File: src/rtl/vga_pkg.sv
// rtl/vga_pkg.sv - shared state encoding and width constants for the VGA memory arbiter
package vga_pkg;

  typedef enum logic {
    WAIT_FRAME = 1'b0,
    RUN        = 1'b1
  } vga_state_t;

  localparam int ADDR_W       = 16;
  localparam int DATA_W       = 8;
  localparam int COORD_W      = 11;
  localparam int PIX_PER_WORD = 8;
  localparam int WR_ENTRY_W   = ADDR_W + DATA_W;

endpackage

File: src/rtl/vga_wr_fifo.sv
// rtl/vga_wr_fifo.sv - write queue between the writer channel and the shared memory port
module vga_wr_fifo #(
  parameter int DEPTH = 4,
  parameter int WIDTH = 24
) (
  input  logic             clk,
  input  logic             rst,
  input  logic             push,
  input  logic [WIDTH-1:0] push_data,
  input  logic             pop,
  output logic [WIDTH-1:0] head,
  output logic             empty,
  output logic             full
);

  localparam int PTR_W = $clog2(DEPTH);

  logic [WIDTH-1:0] store [DEPTH];
  logic [PTR_W-1:0] wr_ptr;
  logic [PTR_W-1:0] rd_ptr;
  logic [PTR_W:0]   count;
  logic             do_push;
  logic             do_pop;

  assign empty   = (count == '0);
  assign full    = (count == (PTR_W+1)'(DEPTH));
  assign do_push = push && !full;
  assign do_pop  = pop && !empty;
  assign head    = store[rd_ptr];

  // DEPTH is a power of two, so the pointers wrap by plain overflow
  always_ff @(posedge clk or posedge rst) begin
    if (rst) begin
      wr_ptr <= '0;
      rd_ptr <= '0;
      count  <= '0;
    end else begin
      if (do_push) wr_ptr <= wr_ptr + 1'b1;
      if (do_pop)  rd_ptr <= rd_ptr + 1'b1;
      case ({do_push, do_pop})
        2'b10:   count <= count + 1'b1;
        2'b01:   count <= count - 1'b1;
        default: count <= count;
      endcase
    end
  end

  always_ff @(posedge clk) begin
    if (do_push) store[wr_ptr] <= push_data;
  end

endmodule

File: src/rtl/vga_mem_arbiter.sv
// rtl/vga_mem_arbiter.sv - shares one memory port between display fetch and a write queue
// Optional stall statistics output compiled in with VGA_ARB_STATS_EN.
module vga_mem_arbiter
  import vga_pkg::*;
#(
  parameter int H_WORDS    = 80,
  parameter int FIFO_DEPTH = 4
) (
  input  logic               clk,
  input  logic               rst,
  input  logic               en,
  input  logic               ready,
  input  logic [COORD_W-1:0] x_addr,
  input  logic [COORD_W-1:0] y_addr,
  input  logic               wr_valid,
  output logic               wr_ready,
  input  logic [ADDR_W-1:0]  wr_addr,
  input  logic [DATA_W-1:0]  wr_data,
  output logic               mem_en,
  output logic               mem_we,
  output logic [ADDR_W-1:0]  mem_addr,
  output logic [DATA_W-1:0]  mem_wdata,
  input  logic [DATA_W-1:0]  mem_rdata,
`ifdef VGA_ARB_STATS_EN
  output logic [15:0]        stall_cnt,
`endif
  output logic               pix,
  output logic               pix_valid,
  output logic               frame_start
);

  localparam int SEL_W = $clog2(PIX_PER_WORD);

  vga_state_t             state;
  vga_state_t             state_nxt;
  logic                   frame_hit;
  logic                   active;
  logic                   disp_rd;
  logic [ADDR_W-1:0]      rd_addr;
  logic [WR_ENTRY_W-1:0]  fifo_head;
  logic                   fifo_empty;
  logic                   fifo_full;
  logic                   fifo_pop;
  logic                   rd_d1;
  logic                   sched_d1;
  logic [SEL_W-1:0]       bit_sel_d1;
  logic [DATA_W-1:0]      word_q;
  logic [DATA_W-1:0]      word_now;

  assign frame_hit = en && ready && (x_addr == '0) && (y_addr == '0);

  always_ff @(posedge clk or posedge rst) begin
    if (rst) state <= WAIT_FRAME;
    else     state <= state_nxt;
  end

  always_comb begin
    state_nxt = state;
    case (state)
      WAIT_FRAME: if (frame_hit) state_nxt = RUN;
      RUN:        if (!en)       state_nxt = WAIT_FRAME;
      default:    state_nxt = WAIT_FRAME;
    endcase
  end

  // active covers the entry cycle so the first word of a frame is fetched at once
  always_comb begin
    frame_start = 1'b0;
    active      = 1'b0;
    case (state)
      WAIT_FRAME: begin
        frame_start = frame_hit && !rst;
        active      = frame_hit;
      end
      RUN:     active = en;
      default: active = 1'b0;
    endcase
  end

  assign disp_rd  = active && ready && (x_addr[SEL_W-1:0] == '0) && !rst;
  assign rd_addr  = ADDR_W'(y_addr) * ADDR_W'(H_WORDS) + ADDR_W'(x_addr[COORD_W-1:SEL_W]);
  assign fifo_pop = !disp_rd && !fifo_empty;
  assign wr_ready = !fifo_full;

  vga_wr_fifo #(
    .DEPTH (FIFO_DEPTH),
    .WIDTH (WR_ENTRY_W)
  ) u_wr_fifo (
    .clk       (clk),
    .rst       (rst),
    .push      (wr_valid),
    .push_data ({wr_addr, wr_data}),
    .pop       (fifo_pop),
    .head      (fifo_head),
    .empty     (fifo_empty),
    .full      (fifo_full)
  );

  assign mem_en    = disp_rd || (!fifo_empty && !rst);
  assign mem_we    = fifo_pop && !rst;
  assign mem_addr  = disp_rd ? rd_addr : fifo_head[WR_ENTRY_W-1:DATA_W];
  assign mem_wdata = fifo_head[DATA_W-1:0];

  // Fresh read data bypasses the word register so column x lands exactly two cycles later
  assign word_now = rd_d1 ? mem_rdata : word_q;

  always_ff @(posedge clk or posedge rst) begin
    if (rst) begin
      rd_d1      <= 1'b0;
      sched_d1   <= 1'b0;
      bit_sel_d1 <= '0;
      word_q     <= '0;
      pix        <= 1'b0;
      pix_valid  <= 1'b0;
    end else begin
      rd_d1      <= disp_rd;
      sched_d1   <= active && ready;
      bit_sel_d1 <= SEL_W'(PIX_PER_WORD - 1) - x_addr[SEL_W-1:0];
      word_q     <= word_now;
      pix        <= sched_d1 && word_now[bit_sel_d1];
      pix_valid  <= sched_d1;
    end
  end

`ifdef VGA_ARB_STATS_EN
  always_ff @(posedge clk or posedge rst) begin
    if (rst)
      stall_cnt <= '0;
    else if (frame_start)
      stall_cnt <= '0;
    else if (wr_valid && !wr_ready && (stall_cnt != 16'hFFFF))
      stall_cnt <= stall_cnt + 1'b1;
  end
`endif

endmodule

File: config.mk
export PLATFORM = sky130hd
export DESIGN_NAME = vga_mem_arbiter
export DESIGN_NICKNAME = d
export VERILOG_FILES = /design/src/rtl/vga_pkg.sv /design/src/rtl/vga_wr_fifo.sv /design/src/rtl/vga_mem_arbiter.sv
export SDC_FILE = /design/constraint.sdc
export NUM_CORES = 1
export LEC_CHECK = 0
export BUFFER_PORTS_ARGS = -buffer_cell sky130_fd_sc_hd__buf_2
export CORE_MARGIN = 8
export CORE_UTILIZATION = 55
export DETAILED_ROUTE_END_ITERATION = 12
export PLACE_DENSITY_LB_ADDON = 0.12
export SKIP_LAST_GASP = 1
export SLEW_MARGIN = 10
export SYNTH_ARGS = -nofsm -noshare
export SYNTH_HDL_FRONTEND = slang
export SYNTH_HIERARCHICAL = 1
export SYNTH_SLANG_ARGS = --single-unit
File: constraint.sdc
create_clock -name clk -period 3.6 [get_ports clk]
set_input_delay 0.36 -clock clk [delete_from_list [all_inputs] [get_ports clk]]
set_output_delay 0.36 -clock clk [all_outputs]
set_load 0.05 [all_outputs]
==> flow_summary.toml <==
[run_status]
status = "finished, final reports clean"

[setup_path]
required_ns = 3.24
worst-setup-path-type = "primary input to primary output"
crit_slowest_cell = "sky130_fd_sc_hd__or4_1"
worstSetupEndpointType = "primary output"
worst_path_top_cell_family_by_delay = "adder cells"
kind_of_launch_point_of_the_worst_setup_path = "primary input"
crit_fanout = 4
worst_ep_arrival_time_ns = 3.10
worst_path_most_repeated_cell = "sky130_fd_sc_hd__ha_1"
critPathBufInv = 2
timing.critical_path.cells = "buf_2 > ha_1 > ha_1 > fa_2 > a21oi_4 > o2111ai_1 > xor2_1 > o2111ai_2 > or4_1 > a31oi_2 > buf_6"
crit_path_max_incr_delay_ns = 0.51

[sta]
timing.final.crit_share_pct = 96.2
setup-violations-final = 0
fmaxAchievable_mhz = 289
timing.final.crit_period_ns = 3.46
timing.setup.tns_ns = 0
hold_viol = 0
tightestPinTransition_ns = 0.653
skew_ns = 0.0121
drv_slew = 0
slew_headroom_pct = 56.4

[cells_and_area]
share_of_cells_above_drive_strength_1_pct = 37.4
area.growth.synth_to_final_pct = 23.0
final_core_util_pct = 69.8
num-nets-final = 553
insertedDiodeCount = 0
final_instance_count_excl_fillers = 611

[power]
power_share_of_the_combinational_group_pct = 37.4
clock_power_share_pct = 29.1
power_density_mw_per_mm2 = 823
p_leak_nw = 2.79
vdd_ir_drop_max_mv = 0.587
power_switching_share_pct = 37.0
internal-power_mw = 3.56
power.switching_mw = 2.09
seq_power_share_pct = 33.5
design_power_total_mw = 5.65

[synth]
edff_count_synth = 96
netlist.top_cell.by_area = "sky130_fd_sc_hd__edfxtp_1"
post_synth_and_or_nand_nor_area_fraction_pct = 7.43
synth_compound_gate_area_share_pct = 4.60
synth_top_area_share_pct = 51.7
synth_top_cells_by_count = "96 x sky130_fd_sc_hd__edfxtp_1, 33 x sky130_fd_sc_hd__nand2_1, 26 x sky130_fd_sc_hd__ha_1, 23 x sky130_fd_sc_hd__dfrtp_1"
postSynthCellCount = 353
yosys.area_share.xor_xnor_pct = 2.98
postSynth.topFlopCell = "sky130_fd_sc_hd__edfxtp_1"
synth_top_family_by_area = "multiplexers"
synth_fp_nets = 441
synth.mux.area_fraction_pct = 13.3
netlist_area_sq_mm = 0.00558
synthTopCellsByArea = "sky130_fd_sc_hd__edfxtp_1 52%, sky130_fd_sc_hd__dfrtp_1 10%, sky130_fd_sc_hd__mux4_2 7.7%, sky130_fd_sc_hd__ha_1 5.8%, sky130_fd_sc_hd__mux4_1 2.8%"
count_of_state_elements_after_synthesis = 119
synth.avg_cell_area_sq_um = 15.8
post-synth-top-count-cell = "sky130_fd_sc_hd__edfxtp_1"
asyncSetResetFlopFracSynth_pct = 19.3
post_synth_fa_ha_maj_area_fraction_pct = 6.91
ys_warn_count = 6
synth.distinct_cells = 51
synth_sequential_area_ratio_pct = 62.0

[route]
maxUsedRoutingLayer = "met5"
routed-wl-met2_um = 5300
antenna_violating_nets_post_route = 0
total_vias_in_the_final_route = 3307
average_wire_per_cell_in_the_routed_design_um = 17.4
met3_length_um = 690
dr.pass1.iters = 4
wl_met1_um = 4520
wl_um = 10600
number_of_remaining_drc_errors = 0
drt-initial-drc-count = 178
drt-vias-per-instance = 5.41

[clocking]
cts.clk_slew.worst_paths_ns = 0.06
clkSinkCount = 119
clock_insertion_delay_worst_skew_ns = 0.51
cts.root.buffer_cell = "sky130_fd_sc_hd__clkbuf_8"
cts_tree = "done"
h_tree_levels = 4
numCtsBuffers = 17
cts_max_path_buffers = 2

[global_routing]
antenna_found_initial = 1
grt_max_degree = 27
via_count_of_the_first_global_routing_pass = 3531
grt_use_total_pct = 16.6
global_route_wire_length_before_repair_um = 17000
grt_remaining_overflow = 0

[placed_design]
numPlacedInstances = 577
place.port_buffers = 88
place_hpwl_um = 7620
place_congestion = 0.851

[die]
design.core.area_sq_mm = 0.00982
die_x_um = 117
num_rows = 36
start_util_pct = 56.8
floorplan.io_pins = 89
die_area_sq_mm = 0.0136
floorplan.die.height_um = 117

[min_path]
min-delay-path-class = "primary input to flip-flop"

[run]
drv_cap = 0
cells by family (layout without fill, tap and decap cells):
| kind of cell | count (synthesis) | after routing |
|---|---|---|
| adders and majority gates | 29 | 29 |
| DFF | 119 | 119 |
| xor gates and xnor gates | 19 | 19 |
| muxes | 39 | 39 |
| AOI/OAI and AO/OA | 40 | 40 |
| and+or+nand+nor | 78 | 78 |
| buffers and inverters | 29 | 154 |
power by group through the flow:
stage	clock network (mW)	logic (mW)	registers (mW)
2_1_floorplan	0	1.70	1.86
3_3_place_gp	0	2.10	1.91
3_5_place_dp	0	2.12	1.92
4_1_cts	1.67	2.14	1.90
5_1_grt	1.72	2.27	1.92
6_report	1.64	2.11	1.89
layout make-up:
| type | instances | area (sq um) |
|---|---|---|
| inverter | 20 | 75.1 |
| clock inverter | 15 | 181 |
| multi-input combinational | 205 | 2010 |
| tap | 133 | 166 |
| timing repair buffer | 102 | 554 |
| fill | 686 | 2960 |
| sequential | 119 | 3460 |
| clock buffer | 17 | 414 |
path summary, 6_finish.rpt:
kind	startpoint	endpoint	slack, ns	cells after the start
worst max-delay path	y_addr[1]	mem_addr[15]	0.14	11
worst min-delay path	x_addr[2]	bit_sel_d1[2]	0.04	2
worst max register to register	state	u_wr_fifo/count[2]	0.87	13
worst min register to register	sched_d1	pix_valid	0.37	0
max in group asynchronous	rst	bit_sel_d1[2]	2.65	3
min in group asynchronous	rst	u_wr_fifo/wr_ptr[1]	0.38	3
cells in the final DEF (no fill, tap or decap), drive strengths merged, types with 4 or more instances in the layout:
| cell type | synthesis | layout |
|---|---|---|
| and2 | 6 | 6 |
| nand2 | 33 | 33 |
| clkinv | 1 | 12 |
| xnor2 | 8 | 8 |
| nor2 | 11 | 11 |
| nand3 | 6 | 6 |
| a21oi | 4 | 4 |
| inv | 19 | 19 |
| mux4 | 25 | 25 |
| clkbuf | 3 | 17 |
| dfrtp | 23 | 23 |
| ha | 26 | 26 |
| buf | 6 | 101 |
| nor4 | 4 | 4 |
| edfxtp | 96 | 96 |
| o21ai | 16 | 16 |
| xor2 | 11 | 11 |
| mux2 | 13 | 13 |
flip-flops by register name, summed over array words and instances, names as in the netlist:
signal / count
bit_sel_d1: 3
pix: 1
pix_valid: 1
rd_d1: 1
sched_d1: 1
state: 1
u_wr_fifo/count: 3
u_wr_fifo/rd_ptr: 2
u_wr_fifo/store: 96
u_wr_fifo/wr_ptr: 2
word_q: 8
worst reg2reg max path: cells and delay by family, from the launching register on:
| kind | cells | cell delay [ns] |
|---|---|---|
| simple gates | 5 | 0.60 |
| fa+ha+maj | 2 | 0.57 |
| compound gates | 2 | 0.47 |
| buf+inv | 2 | 0.36 |
| flops | 1 | 0.35 |
| xor+xnor | 2 | 0.30 |
per-layer routing:
metal	vias up	global-route usage, %
li1	1587	-
met1	1626	19.8
met2	82	27.9
met3	10	4.29
met4	2	7.00
met5	-	0
metrics by stage:
stage	setup WS, ns	hold slack, ns	cell area [sq um]
after floorplan	0.000250	0.163	5590
after global placement	0.0751	0.352	6210
after detailed placement	-0.0185	0.357	6210
after CTS	0.0280	0.0145	6810
after global routing	-0.0154	0.0306	6860
final	0.137	0.0358	6860
what timing repair did:
| action | 4_1_cts | 5_1_grt |
|---|---|---|
| hold endpoints to repair | 23 | 0 |
| pin swaps | 0 | 2 |
| buffers inserted | 0 | 1 |
| resized for setup | 1 | 7 |
| hold buffers | 1 | 0 |
| setup endpoints to repair | 1 | 1 |
Power figures use the tool's default switching activity.
